<file path="config.mk">
export PLATFORM = sky130hd
export DESIGN_NAME = ehl_ddr_wrdata_gearbox
export DESIGN_NICKNAME = d
export VERILOG_FILES = /design/src/rtl/ehl_ddr_wrdata_gearbox.sv
export SDC_FILE = /design/constraint.sdc
export NUM_CORES = 1
export LEC_CHECK = 0
export CELL_PAD_IN_SITES_DETAIL_PLACEMENT = 1
export CELL_PAD_IN_SITES_GLOBAL_PLACEMENT = 2
export CORE_AREA = 5 5 278 280
export CTS_CLUSTER_DIAMETER = 40
export DETAILED_ROUTE_END_ITERATION = 10
export DIE_AREA = 0 0 283 285
export PLACE_DENSITY = 0.72
export SLEW_MARGIN = 10
export SYNTH_ARGS = -nofsm -noshare
export SYNTH_HDL_FRONTEND = slang
export SYNTH_SLANG_ARGS = --single-unit
</file>
<file path="constraint.sdc">
create_clock -name clk -period 22.5 [get_ports clk]
set_input_delay 3.375 -clock clk [delete_from_list [all_inputs] [get_ports clk]]
set_output_delay 3.375 -clock clk [all_outputs]
set_load 0.02 [all_outputs]
</file>
<file path="src/rtl/ehl_ddr_wrdata_gearbox.sv">
// Write-data gearbox: pairs 4-phase DFI write beats into 8-phase PHY bursts, buffers
// them in a small FIFO and presents one reordered burst (data + active-high mask) per PHY request.
module ehl_ddr_wrdata_gearbox #(
  parameter int SDRAM_WIDTH = 16,
  parameter int DEPTH       = 4
) (
  input  logic                              clk,
  input  logic                              reset,
  input  logic                              dfi_wrdata_en,
  input  logic [4*SDRAM_WIDTH-1:0]          dfi_wrdata,
  input  logic [4*(SDRAM_WIDTH/8)-1:0]      dfi_wrdata_mask,
  input  logic                              phy_wrdata_en,
  output logic [8*SDRAM_WIDTH-1:0]          phy_wrdata,
  output logic [8*(SDRAM_WIDTH/8)-1:0]      phy_wrdata_mask,
  input  logic                              clr,
  output logic                              empty,
  output logic [$clog2(DEPTH):0]            level,
  output logic                              overflow,
  output logic                              underflow
);

  localparam int L  = SDRAM_WIDTH / 8;
  localparam int BW = 8 * SDRAM_WIDTH;
  localparam int MW = 8 * L;
  localparam int AW = $clog2(DEPTH);

  logic [BW-1:0]          mem_data [DEPTH];
  logic [MW-1:0]          mem_mask [DEPTH];

  logic [4*SDRAM_WIDTH-1:0] low_data;
  logic [4*L-1:0]           low_mask;
  logic                     half_pend;

  logic [AW:0]   wr_ptr, rd_ptr, wr_ptr_nxt, rd_ptr_nxt;
  logic [BW-1:0] data_q;
  logic [MW-1:0] mask_q;
  logic          uf_blank;

  logic          push_req, push, pop, full, drop, uf_evt;
  logic [BW-1:0] head_data, reord_data;
  logic [MW-1:0] head_mask, reord_mask;

  assign full     = (level == (AW+1)'(DEPTH));
  assign push_req = dfi_wrdata_en & half_pend;
  assign pop      = phy_wrdata_en & ~empty;
  // At full a push only lands if the head leaves in the same cycle.
  assign push     = push_req & (~full | pop);
  assign drop     = push_req & full & ~pop;
  assign uf_evt   = phy_wrdata_en & empty;

  assign wr_ptr_nxt = push ? wr_ptr + (AW+1)'(1) : wr_ptr;
  assign rd_ptr_nxt = pop  ? rd_ptr + (AW+1)'(1) : rd_ptr;

  // NOTE: the burst storage has no reset; validity is tracked solely by the pointers,
  // so clearing the array would only cost reset fan-out.
  always_ff @(posedge clk) begin
    if (push) begin
      mem_data[wr_ptr[AW-1:0]] <= {dfi_wrdata, low_data};
      mem_mask[wr_ptr[AW-1:0]] <= {dfi_wrdata_mask, low_mask};
    end
  end

  assign head_data = mem_data[rd_ptr[AW-1:0]];
  assign head_mask = mem_mask[rd_ptr[AW-1:0]];

  // Phase-major burst to lane-major PHY layout; byte enables become active-high masks.
  always_comb begin
    reord_data = '0;
    reord_mask = '0;
    for (int w = 0; w < L; w++) begin
      for (int p = 0; p < 8; p++) begin
        reord_data[w*64 + p*8 +: 8] = head_data[(p*L + w)*8 +: 8];
        reord_mask[w*8 + p]         = ~head_mask[p*L + w];
      end
    end
  end

  always_ff @(posedge clk or posedge reset) begin
    if (reset) begin
      half_pend <= 1'b0;
      low_data  <= '0;
      low_mask  <= '0;
      wr_ptr    <= '0;
      rd_ptr    <= '0;
      level     <= '0;
      empty     <= 1'b1;
      data_q    <= '0;
      mask_q    <= '1;
      uf_blank  <= 1'b0;
      overflow  <= 1'b0;
      underflow <= 1'b0;
    end else begin
      if (dfi_wrdata_en) begin
        if (!half_pend) begin
          low_data  <= dfi_wrdata;
          low_mask  <= dfi_wrdata_mask;
        end
        half_pend <= ~half_pend;
      end

      wr_ptr <= wr_ptr_nxt;
      rd_ptr <= rd_ptr_nxt;
      level  <= wr_ptr_nxt - rd_ptr_nxt;
      empty  <= (wr_ptr_nxt == rd_ptr_nxt);

      if (pop) begin
        data_q <= reord_data;
        mask_q <= reord_mask;
      end
      uf_blank <= uf_evt;

      if (drop)     overflow  <= 1'b1;
      else if (clr) overflow  <= 1'b0;
      if (uf_evt)   underflow <= 1'b1;
      else if (clr) underflow <= 1'b0;
    end
  end

  assign phy_wrdata      = data_q;
  // An underflowed request shows a fully masked burst for one cycle so the PHY writes nothing.
  assign phy_wrdata_mask = uf_blank ? '1 : mask_q;

endmodule

</file>
Word level (Yosys, flattened, before mapping)
Memories as Yosys holds them, arrays and structs flattened. A register that Yosys moved wholly into a read port is not among the register bits.
Cells that the tools add are included.
Widths: inputs -> output; s select.
- bits in latches: 0
- bits in registers: 102
- memory bits (read-only): 0
- memories: 2
- memory bits (writable): 576
- memory list (memory ; words ; bits a word ; rd ports ; clocked after memory_dff ; write ports ; line ; text):
    mem_data ; 4 ; 128 ; 1 ; 1 ; 1 ; 27 ; logic [BW-1:0] mem_data [DEPTH];
    mem_mask ; 4 ; 16 ; 1 ; 0 ; 1 ; 28 ; logic [MW-1:0] mem_mask [DEPTH];
- equality and inequality tests: 2
- muxes and demuxes: 8
- $add $sub $neg: 3
- reduce and logical (&&, ||, !) cells: 3
- shifts and indexed selects: 0
- bitwise logic cells: 27
- divide/modulo/power cells: 0
- $mul: 0
- order comparisons: 0
- operators with widths (operator ; count):
    $not 1->1 ; 20
    $mux 16 ; 1
    $add 3x1->3 const B ; 2
    $and 1x1->1 ; 6
    $mux 3 ; 2
    $mux 1 ; 5
    $reduce_bool 2->1 ; 2
    $eq 3x3->1 ; 1
    $eq 3x3->1 const B ; 1
    $sub 3x3->3 ; 1
    $reduce_and 2->1 ; 1
    $or 1x1->1 ; 1

Logic depth before layout (Yosys ltp)
- depth in word-level cells: 6
- depth in mapped cells: 7
- depth with buffers taken out: 6

Worst setup path after synthesis
Ideal clock, no wire load.
- kind: input port to flip-flop
- start point: in phy_wrdata_en
- end point: reg empty
- cell stages on the path: 4
- buffers on the path: 0
- path slack: 13.767 ns
- arrival time: 8.671 ns
- setup time: 0.062 ns
- path through: nand2b_1 a21oi_2 xnor3_1 and3_1
- word-level cells in the longest chain between the ends: 5
- elaborated cells between the ends (all ways): 6
- classes of those cells: 1 x eq/ne; 2 x mux; 3 x bitwise
- RTL lines (item ; line ; text):
    from (decl) ; 12 ; input logic phy_wrdata_en,
    $and 1x1->1 (*) ; 45 ; assign pop = phy_wrdata_en & ~empty;
    $or 1x1->1 ; 47 ; assign push = push_req & (~full | pop);
    $and 1x1->1 ; 47 ;
    $mux 3 ; 51 ; assign wr_ptr_nxt = push ? wr_ptr + (AW+1)'(1) : wr_ptr;
    $eq 3x3->1 (*) ; 104 ; empty <= (wr_ptr_nxt == rd_ptr_nxt);
    to (signal assigned) ; 104 ;
    to (decl) ; 16 ; output logic empty,
Mark *: on every way between the ends. The rest lies on a longest branch, timed or not.
A chain may end at the register's enable or synchronous reset.

Final worst setup path
Ends and elaborated chain as after synthesis.

==> impl_metrics.json <==
{
  "post-route-min-period_ps": 6434,
  "seqCellArea_um2": 23080,
  "worst_pin_slew_ps": 1153,
  "cts.sinks": 806,
  "die_y_um": 285,
  "power_density_nw_per_um2": 149.0,
  "cp-end-kind": "flip-flop",
  "routabilityCongestion": 0.7069,
  "leakagePower_nw": 13.43,
  "setup_viol": 0,
  "yosysUniqueCellTypes": 32,
  "area_growth_pct": 24.42,
  "core_um2": 74200,
  "hp-class": "flip-flop to flip-flop",
  "firstDrtPassIters": 4,
  "initial_core_util": 0.3979,
  "worstSkewPairLatency_ps": 650,
  "cts_tree": "built",
  "cts-resized-gates": 0,
  "nFillCells": 6824,
  "antenna_found_initial": 9,
  "drive_gt1_frac": 0.2441,
  "fin_tns_setup_ps": 0,
  "vias": 14660,
  "ys_ff_latch": 806,
  "viasPerCell": 5.010,
  "worst_ep_required_time_ps": 23070,
  "hold_buffers": 0,
  "critPathLaunchType": "primary input",
  "root_buffer": "clkbuf_16",
  "fp.dieArea_um2": 80660,
  "final_cell_mix": "edfxtp_1 (576), nand2_1 (402), clkdlybuf4s50_1 (226)",
  "cap_violations": 0,
  "synth.cell_area_um2": 29520,
  "synth_fa_ha_area_frac": 0.003645,
  "grt_overflow": 0,
  "drc_errors": 0,
  "slew_headroom": 0.2310,
  "synth_xor_area_frac": 0.002543,
  "htreeDepth": 3,
  "clk_path_buf_depth": 3,
  "seq_area_frac_synth": 0.7816,
  "crit_fanout": 68,
  "finClkSkew_ps": 22.50,
  "cp.arrival_ps": 7000,
  "synth-compound-area-share": 0.004154,
  "synth_top_family_by_area": "multiplexers",
  "r2r_cells": 5,
  "grt_max_degree": 107,
  "grt_pass1_wl_um": 103400,
  "status": "finished clean",
  "synth.area.mux_share": 0.1377,
  "ir_drop_mv": 0.06155,
  "portBuffers": 226,
  "syn_nets": 1656,
  "grt_pass1_vias": 16310,
  "cts_buffers": 112,
  "layout.cells.most_common": "edfxtp_1",
  "min_period_over_period": 0.2860,
  "drv_slew": 0,
  "antenna_left": 0,
  "wl_um": 66690,
  "final_nets": 1942,
  "fin_hold_ws_ps": 472.4,
  "chipWidth_um": 283,
  "track_usage": 0.1661,
  "placedCellCount": 2712,
  "ios": 227,
  "place_hpwl_um": 38520,
  "cts.clk_slew.worst_paths_ps": 60,
  "finalNonFillerCells": 2925,
  "post-cts-setup-buffer-count": 0,
  "hold_violations": 0,
  "dr.first_iter.drc_count": 1006,
  "fmax_mhz": 155.4,
  "rsz0062_at_grt": "no",
  "postSynthCellCount": 1571,
  "synth-simple-area-share": 0.05701,
  "holdPathStages": 2,
  "path_class": "primary input to flip-flop",
  "fp-row-count": 100,
  "multi_input_area_um2": 6090,
  "avgSynthCellArea_um2": 18.79,
  "ys.warnings.count": 0,
  "drt-wirelength-per-cell_um": 22.80
}
critical path: stages:
cell and delay (ps):
clkdlybuf4s50_1 570, nand2b_4 450, a21oi_4 900, buf_4 870, xnor3_1 510, and3_1 220
kinds of logic (layout without fill, tap and decap cells):
group / after synthesis / in the layout
buf+inv: 81 / 464
other cells: 0 / 2
xor+xnor: 7 / 7
fa+ha+maj: 8 / 8
simple gates: 430 / 430
flops: 806 / 806
compound gates: 22 / 22
mux: 217 / 217
layout make-up:
type | count | area share
antenna | 2 | 0.0001363
sequential | 806 | 0.6284
timing repair buffer | 245 | 0.06547
multi-input combinational | 684 | 0.1658
clock buffer | 130 | 0.08206
inverter | 8 | 0.001022
tap | 969 | 0.03301
clock inverter | 81 | 0.02408
per-stage QoR:
step / setup slack [ps] / power, mW / utilization / cell area, um2
final: 16070 / 5.472 / 0.4950 / 36730
after global routing: 15830 / 5.754 / 0.4950 / 36730
after CTS: 15980 / 5.568 / 0.4950 / 36720
after detailed placement: 15310 / 3.753 / 0.4424 / 32830
after global placement: 15340 / 3.716 / 0.4424 / 32830
after floorplan: 12850 / 3.153 / - / 29520
routing by layer:
layer,vias to the layer above,routed length (um),track usage
met3,86,2887,0.03139
met1,7771,28300,0.2214
met2,308,34200,0.2830
met5,-,16,0
met4,2,1286,0.04550
li1,6488,-,-
registers in the layout, indices dropped and copies added (netlist names):
signal      cells
mask_q         16
uf_blank        1
low_mask        8
wr_ptr          3
empty           1
rd_ptr          3
overflow        1
level           3
phy_wrdata    128
mem_data      512
mem_mask       64
underflow       1
low_data       64
half_pend       1
power breakdown:
part	internal (mW)	switching [mW]
sequential	2.07	0.235
combinational	0.652	0.734
clock	1.10	0.680
synth_stat cells:
library cell / n / area share
and2_1: 4 / 0.00085
xnor3_1: 1 / 0.00076
o21ai_0: 16 / 0.0027
nor3b_1: 1 / 0.00025
nor2_1: 1 / 0.00013
mux2i_1: 1 / 0.00034
nand3_1: 1 / 0.00017
inv_1: 8 / 0.0010
o2bb2ai_1: 1 / 0.00030
edfxtp_1: 576 / 0.59
clkbuf_1: 35 / 0.0045
ha_1: 7 / 0.0030
mux4_2: 144 / 0.11
a21oi_1: 2 / 0.00034
dfstp_2: 17 / 0.015
buf_2: 24 / 0.0041
nor2b_1: 2 / 0.00042
mux2_2: 72 / 0.027
buf_4: 2 / 0.00051
fa_1: 1 / 0.00068
nand3b_1: 1 / 0.00025
nand2b_1: 1 / 0.00021
dfrtp_1: 213 / 0.18
nand2_1: 402 / 0.051
or2_2: 16 / 0.0034
xor2_1: 2 / 0.00059
xnor2_1: 4 / 0.0012
a21oi_2: 1 / 0.00030
and3_1: 1 / 0.00021
buf_1: 5 / 0.00064
a21o_1: 2 / 0.00051
buf_6: 7 / 0.0027
path summary, 6_finish.rpt:
| check | startpoint | endpoint | slack (ps) |
|---|---|---|---|
| worst max-delay path | phy_wrdata_en | empty | 16070 |
| worst max register to register | empty | empty | 18880 |
| worst min register to register | phy_wrdata[0] | phy_wrdata[0] | 470 |
| worst min-delay path | phy_wrdata[0] | phy_wrdata[0] | 470 |
| max in group asynchronous | reset | phy_wrdata[11] | 17590 |
| min in group asynchronous | reset | phy_wrdata[93] | 3310 |
Note: power is estimated with default switching activity, not from simulation.
